===== src/rtl/dsp_port_pkg.sv =====
// Shared definitions for the DSP port bridge: port address map and mailbox states.
package dsp_port_pkg;

    localparam logic [2:0] PA_MBOX = 3'd0;
    localparam logic [2:0] PA_STAT = 3'd1;
    localparam logic [2:0] PA_ROM  = 3'd2;

    typedef enum logic {
        MB_EMPTY = 1'b0,
        MB_FULL  = 1'b1
    } mbox_state_e;

endpackage


===== src/rtl/dsp_mailbox.sv =====
// Single-entry host-to-DSP mailbox; a write is accepted when the slot is free or
// is being drained in the same cycle, otherwise it is dropped.
module dsp_mailbox
    import dsp_port_pkg::*;
#(
    parameter int DW = 16
) (
    input  logic          clk_i,
    input  logic          rst_i,
    input  logic          host_wr_i,
    input  logic [DW-1:0] host_d_i,
    input  logic          rd_i,
    output logic [DW-1:0] data_o,
    output logic          busy_o
);

    mbox_state_e   state_q, state_d;
    logic [DW-1:0] data_q, data_d;

    always_ff @(posedge clk_i) begin
        if (rst_i) begin
            state_q <= MB_EMPTY;
            data_q  <= '0;
        end else begin
            state_q <= state_d;
            data_q  <= data_d;
        end
    end

    // A read that coincides with a host write hands out the old word and keeps the slot full.
    always_comb begin
        state_d = state_q;
        data_d  = data_q;
        case (state_q)
            MB_EMPTY: begin
                if (host_wr_i) begin
                    state_d = MB_FULL;
                    data_d  = host_d_i;
                end
            end
            MB_FULL: begin
                if (host_wr_i && rd_i) begin
                    data_d = host_d_i;
                end else if (rd_i) begin
                    state_d = MB_EMPTY;
                end
            end
            default: state_d = MB_EMPTY;
        endcase
    end

    assign data_o = data_q;
    assign busy_o = (state_q == MB_FULL);

endmodule


===== src/rtl/dsp_port_bridge.sv =====
// DSP port bridge: output latches, auto-incrementing sample ROM address built from
// OUT[1]:OUT[0], and a host mailbox, all behind a small strobed port.
module dsp_port_bridge
    import dsp_port_pkg::*;
#(
    parameter int DW       = 16,
    parameter int ROM_AW   = 20,
    parameter int NOUT     = 8,
    parameter int AUTO_INC = 1
) (
    input  logic               clk_i,
    input  logic               rst_i,
    input  logic               ce_r_i,
    input  logic [2:0]         a_i,
    input  logic [DW-1:0]      do_i,
    input  logic               we_n_i,
    input  logic               den_n_i,
    output logic [DW-1:0]      di_o,
    output logic [NOUT*DW-1:0] out_q_o,
    output logic [ROM_AW-1:0]  rom_a_o,
    input  logic [DW-1:0]      rom_do_i,
    input  logic               host_wr_i,
    input  logic [DW-1:0]      host_d_i,
    output logic               host_busy_o
);

    logic [DW-1:0]     out_q [NOUT];
    logic [DW-1:0]     out_d [NOUT];
    logic              wr_ev, rd_ev;
    logic [2*DW-1:0]   addr_cat, addr_next;
    logic [ROM_AW-1:0] rom_addr;
    logic [DW-1:0]     mbox_data;
    logic              mbox_busy;

    assign wr_ev    = ce_r_i & ~we_n_i;
    assign rd_ev    = ce_r_i & ~den_n_i;
    assign addr_cat = {out_q[1], out_q[0]};
    assign rom_addr = addr_cat[ROM_AW-1:0];

    // Only the low ROM_AW bits count; upper OUT[1] bits ride through untouched.
    always_comb begin
        addr_next               = addr_cat;
        addr_next[ROM_AW-1:0]   = rom_addr + {{(ROM_AW-1){1'b0}}, 1'b1};
    end

    always_comb begin
        for (int k = 0; k < NOUT; k++) begin
            out_d[k] = out_q[k];
        end
        if (AUTO_INC != 0 && rd_ev && a_i == PA_ROM) begin
            out_d[0] = addr_next[DW-1:0];
            out_d[1] = addr_next[2*DW-1:DW];
        end
        for (int k = 0; k < NOUT; k++) begin
            if (wr_ev && a_i == 3'(k)) begin
                out_d[k] = do_i;
            end
        end
    end

    always_ff @(posedge clk_i) begin
        for (int k = 0; k < NOUT; k++) begin
            if (rst_i) begin
                out_q[k] <= '0;
            end else begin
                out_q[k] <= out_d[k];
            end
        end
    end

    always_comb begin
        for (int k = 0; k < NOUT; k++) begin
            out_q_o[k*DW +: DW] = out_q[k];
        end
    end

    assign rom_a_o = rom_addr;

    always_comb begin
        case (a_i)
            PA_MBOX: di_o = mbox_data;
            PA_STAT: di_o = {{(DW-1){1'b0}}, mbox_busy};
            PA_ROM:  di_o = rom_do_i;
            default: di_o = '0;
        endcase
    end

    dsp_mailbox #(.DW(DW)) u_mailbox (
        .clk_i     (clk_i),
        .rst_i     (rst_i),
        .host_wr_i (host_wr_i),
        .host_d_i  (host_d_i),
        .rd_i      (rd_ev && (a_i == PA_MBOX)),
        .data_o    (mbox_data),
        .busy_o    (mbox_busy)
    );

    assign host_busy_o = mbox_busy;

endmodule

===== config.mk =====
export PLATFORM = sky130hd
export DESIGN_NAME = dsp_port_bridge
export DESIGN_NICKNAME = d
export VERILOG_FILES = /design/src/rtl/dsp_port_pkg.sv /design/src/rtl/dsp_mailbox.sv /design/src/rtl/dsp_port_bridge.sv
export SDC_FILE = /design/constraint.sdc
export NUM_CORES = 1
export LEC_CHECK = 0
export CAP_MARGIN = 20
export CELL_PAD_IN_SITES_DETAIL_PLACEMENT = 1
export CELL_PAD_IN_SITES_GLOBAL_PLACEMENT = 1
export CORE_ASPECT_RATIO = 1.4
export CORE_MARGIN = 2
export CORE_UTILIZATION = 29
export CTS_BUF_LIST = sky130_fd_sc_hd__clkbuf_4 sky130_fd_sc_hd__clkbuf_8 sky130_fd_sc_hd__clkbuf_16
export DETAILED_ROUTE_END_ITERATION = 6
export HOLD_SLACK_MARGIN = 0.06
export PLACE_DENSITY = 0.81
export REMOVE_ABC_BUFFERS = 1
export SLEW_MARGIN = 10
export SYNTH_ARGS = -nofsm -noshare
export SYNTH_HDL_FRONTEND = slang
export SYNTH_SLANG_ARGS = --single-unit

===== constraint.sdc =====
create_clock -name clk_i -period 1.9 [get_ports clk_i]
set_input_delay 0.475 -clock clk_i [delete_from_list [all_inputs] [get_ports clk_i]]
set_output_delay 0.475 -clock clk_i [all_outputs]
set_load 0.005 [all_outputs]

Word level (Yosys, flattened, before mapping)

Memory sizes are Yosys's and may differ from the RTL's.
Index checks and enable logic that the tools add are counted.

Register bits after elaboration: 17
Memory bits (writable): 128
Bits of input ports: 57
Output and inout bits: 165
Logic and storage cells: 67
Memories kept: 1

Add/subtract/negate cells: 1
Equal/unequal tests: 9
Multiplexer cells: 28
Bitwise operators: 13
Reduce and logical (&&, ||, !) cells: 13

Memories:

| name  | depth | width | rd ports | clocked after Yosys merged registers in | write ports | line                  | text |
|---|---|---|---|---|---|---|---|
| out_q | 8     | 16    | 8        | 0                                       | 8           | dsp_port_bridge.sv:27 | `logic [DW-1:0] out_q [NOUT];` |

Operator list:

| operator                                                               | number |
|---|---|
| 16-bit two-way mux                                                     | 18 |
| 16-bit one-hot mux with 3 select lines                                 | 1 |
| 32-bit two-way mux                                                     | 1 |
| 16-bit one-hot mux with 2 select lines                                 | 1 |
| 20-bit by 1-bit adder with 20-bit output (second input constant)       | 1 |
| 3-bit equality test (second input constant)                            | 4 |
| 1-bit logical AND                                                      | 11 |
| 1-bit OR                                                               | 8 |
| 3-bit by 2-bit equality test with 1-bit output (second input constant) | 2 |
| 1-bit two-way mux                                                      | 6 |
| 2-bit inequality test (second input constant)                          | 2 |
| 3-bit by 1-bit equality test with 1-bit output (second input constant) | 1 |
| 3-bit zero test                                                        | 1 |
| 1-bit inverter                                                         | 3 |
| 1-bit AND                                                              | 2 |
| 1-bit one-hot mux with 2 select lines                                  | 1 |
| 2-bit AND reduction                                                    | 1 |

Longest topological paths before layout

Gate-level depths: netlist (run 1).

Word-level depth: 6
Gate-level depth with buffers: 7
Mapped depth without buffers: 5

Cells and area by module

Synthesis (run 1) repeated with hierarchy kept, for this count alone.

Cell total of the unflattened synthesis: 779
Area total of the unflattened synthesis: 6167.2 um^2

By module, submodules not included:

| module          | times used | cells each | area an instance (um^2) | seq. area each (um^2) |
|---|---|---|---|---|
| dsp_port_bridge | 1          | 705        | 5400.2                  | 2562.5 |
| dsp_mailbox     | 1          | 74         | 767.0                   | 340.3 |

Worst setup path before layout (run 1)

No wires, ideal clock.

Kind: input -> register
From: in a_i[2]
To: mem out_q[1][2], in the netlist out_q[0][18]
Setup time: 0.091 ns
Arrival: 1.797 ns
Required time: 1.809 ns
Slack: 0.012 ns
Stages: 6
Cell sequence: buf_4 nor3b_4 nand2_1 buf_2 or4b_1 a311oi_1

RTL lines:

| what        | line                  | text |
|---|---|---|
| from (decl) | dsp_port_bridge.sv:14 | `input logic [2:0] a_i,` |
| to (decl)   | dsp_port_bridge.sv:27 |  |

Worst setup path in the final report (run 1)

From: in a_i[0]
To: out di_o[7]

Cells in the longest elaborated chain, start to end: 2
Elaborated cells on any way between the ends: 4

Ends and longest elaborated chain:

| what                                                                   | line                  | text |
|---|---|---|
| 3-bit by 2-bit equality test with 1-bit output (tied with other cells) | dsp_port_bridge.sv:80 | `case (a_i)` |
| 16-bit one-hot mux with 3 select lines *                               | dsp_port_bridge.sv:80 |  |
| to (decl)                                                              | dsp_port_bridge.sv:18 | `output logic [DW-1:0] di_o,` |

Mark *: on every way between the ends. The rest lies on a longest branch, timed or not.

==> results of run 1 <==
routing by layer:
layer  part of all wire, %  wire length, um
met1                    39             9910
met2                    53            13200
met3                   4.9             1240
met4                   3.0              751
met5                     0                0
cells by family (layout without fill, tap and decap cells):
kind of cell,Yosys count,count (layout),synth area share [%]
and+or+nand+nor,344,345,24.9
AOI/OAI and AO/OA,192,192,17.3
DFF,145,145,47.4
buffers and inverters,88,350,7.23
muxes,16,16,2.62
xor gates and xnor gates,2,2,0.286
adders and majority gates,1,1,0.204
flip-flops by register name, summed over array words and instances, names as in the netlist:
signal	count
out_q	128
u_mailbox.data_o	16
u_mailbox.busy_o	1
Yosys cell counts, types with 8 or more instances:
cell type / count / share of area [%]
buf_2: 17 / 1.4
a31oi_1: 11 / 1.1
dfxtp_1: 145 / 47
nor2_1: 32 / 2.0
mux2i_1: 16 / 2.6
buf_4: 23 / 2.8
nand2_1: 231 / 14
nand3_1: 28 / 2.3
clkbuf_1: 40 / 2.5
a21oi_1: 133 / 11
nand4_1: 8 / 0.82
o21ai_0: 20 / 1.6
worst paths after layout:
check	endpoint	slack, ns	cells after the start
max	di_o[7]	0.04	5
max reg2reg	out_q[0][18]	0.11	5
min	out_q[0][12]	0.39	2
min reg2reg	out_q[0][26]	0.45	2
worst register-to-register path: stages (launching register included):
cell	delay, ns
dfxtp_1	0.34
ha_1	0.23
and3_1	0.24
nand3_4	0.14
or4b_1	0.49
a311oi_1	0.25
metrics by stage:
stage,cell area [sq um],cells
floorplan,5690,703
global placement,8940,1262
detailed placement,8940,1262
CTS,9640,1307
global route,9680,1307
finish,9680,1307
power by group through the flow:
stage          combinational (W)  clock, W  sequential [W]
2_1_floorplan           0.000163         0         0.00320
3_3_place_gp            0.000695         0         0.00320
3_5_place_dp            0.000706         0         0.00321
4_1_cts                 0.000727   0.00339         0.00314
5_1_grt                 0.000785   0.00351         0.00314
6_report                0.000729   0.00332         0.00314
area by class of cell:
class	count	area [sq um]	share of cell area, %
clock buffer	19	447	4.61
timing repair buffer	315	3010	31.1
sequential	145	2930	30.3
inverter	3	11.3	0.116
tap	256	320	3.31
clock inverter	13	138	1.42
multi-input combinational	556	2830	29.2
repair_timing:
action / CTS / global route
pin swaps: 3 / 4
endpoints found under the setup margin: 90 / 27
resized for setup: 76 / 24
gates cloned: 1 / 0
setup buffers: 12 / 0
==> results.yml, run 1 <==
final_layout:
  n_antenna_cell: 0
  final_layout_size_suffix_gt1_share_pct: 16.8
  final_nets: 1096
  fillers: 2453
  mostFrequentLayoutCells: "nand2_1 (230), clkdlybuf4s50_1 (191), a21oi_1 (132)"
  final_util_pct: 46.9
  syn_to_final_growth_pct: 58.1
  final_common_cell: "nand2_1"
power:
  irDropWorstVdd_mv: 0.577
  total_power_w: 0.00718
  pwr-share-clk_pct: 46.2
  switchingPower_w: 0.00175
  p_per_area_mw_per_mm2: 742
  sequentialPowerShare_pct: 43.6
  cellLeakagePower_nw: 3.49
  p_comb_share_pct: 10.2
  sw_frac_of_total_pct: 24.3
  power.internal_w: 0.00544
clocking:
  clk_latency_ns: 0.42
  cts_tree: "built"
  holdBufCountCts: 0
  cts_root_buf: "clkbuf_16"
  htree_levels: 4
  clockBufferDepth: 2
  clk_pin_slew_worst_paths_ns: 0.06
  cts_sinks: 145
  numCtsBuffers: 17
placed_design:
  io_buffers: 221
  dp_worst_setup_slack_ns: -0.678
  gp_congestion: 0.826
  hpwl_um: 17900
grt:
  met3_usage_pct: 4.24
  gr-max-usage-layer: "met2"
  grt_usage_pct: 22.4
  grt_pass1_wl_um: 38600
  grt_start_max_net_pins: 51
  overflow: 0
  grt.met1_usage_pct: 25.2
  antenna_found_initial: 0
  use_met2_pct: 41.2
  grt_pass1_vias: 6812
detailed_routing:
  drcViolationCount: 0
  drt_iter0_markers: 342
  via_per_inst: 5.05
  ant_nets: 0
  firstDrtPassIters: 4
  drt-wirelength-per-cell_um: 19.2
  drt-total-wl_um: 25100
  via_count: 6596
critical_path:
  endpoint_kind: "output pin"
  required_ns: 1.42
  crit_slowest_cell: "or2_4"
  cpPeakStageDelay_ns: 0.29
  crit_path_start_kind: "input pin"
  arrival_ns: 1.38
  worstPathCellList: "buf_2, or2_4, buf_4, nor2_1, dlygate4sd2_1"
  path_class: "input pin to output pin"
  crit_start: "a_i[0]"
  r2r-start: "out_q[0][0]"
  path_max_fanout: 6
  path_delay_family: "buffers and inverters"
  worst-path-buf-inv: 3
yosys:
  synth_cell_type_count: 52
  seq_area_frac_synth_pct: 47.4
  ys_seq_elements: 145
  synth_edf_count: 0
  syn-mean-instance-area_sq_um: 7.77
  synthFlopType: "dfxtp_1"
  synth_area_sq_mm: 0.00612
  syn_inst: 788
  synthArstFlopShare_pct: 0
  yosys_warnings: 0
die:
  dieArea_sq_mm: 0.0223
  start_util_pct: 29.7
  ios: 222
  row_count: 62
  core_area_sq_mm: 0.0206
  die_y_um: 176
  die_width_um: 127
outcome:
  outcome: "complete, no violations"
sta:
  period_share_pct: 97.7
  finalCriticalPeriod_ns: 1.86
  holdWs_ns: 0.390
  setup_viol: 0
  hold_violations: 0
  finalMaxSlewViolations: 0
  worst_pin_slew_ns: 0.482
  clock_skew_ns: 0.00679
  fin_tns_setup_ns: 0
  worst_slack_ns: 0.0438
  fmax_ghz: 0.539
  slew_headroom_pct: 67.8
  rsz0062_at_grt: "no"
worst_hold_path:
  holdCritPathClass: "input pin to flop"
  min_from: "rst_i"
flow_run:
  cap_violations: 0
(Power assumes the default switching activity.)
==> run 2, diff against run 1 <==
--- a/config.mk
+++ b/config.mk
@@ -13,7 +13,6 @@
 export CORE_UTILIZATION = 29
 export CTS_BUF_LIST = sky130_fd_sc_hd__clkbuf_4 sky130_fd_sc_hd__clkbuf_8 sky130_fd_sc_hd__clkbuf_16
 export DETAILED_ROUTE_END_ITERATION = 6
-export HOLD_SLACK_MARGIN = 0.06
 export PLACE_DENSITY = 0.81
 export REMOVE_ABC_BUFFERS = 1
 export SLEW_MARGIN = 10
==> results of run 2 <==
Final layout, timing and power as in run 1 (identical DEF).
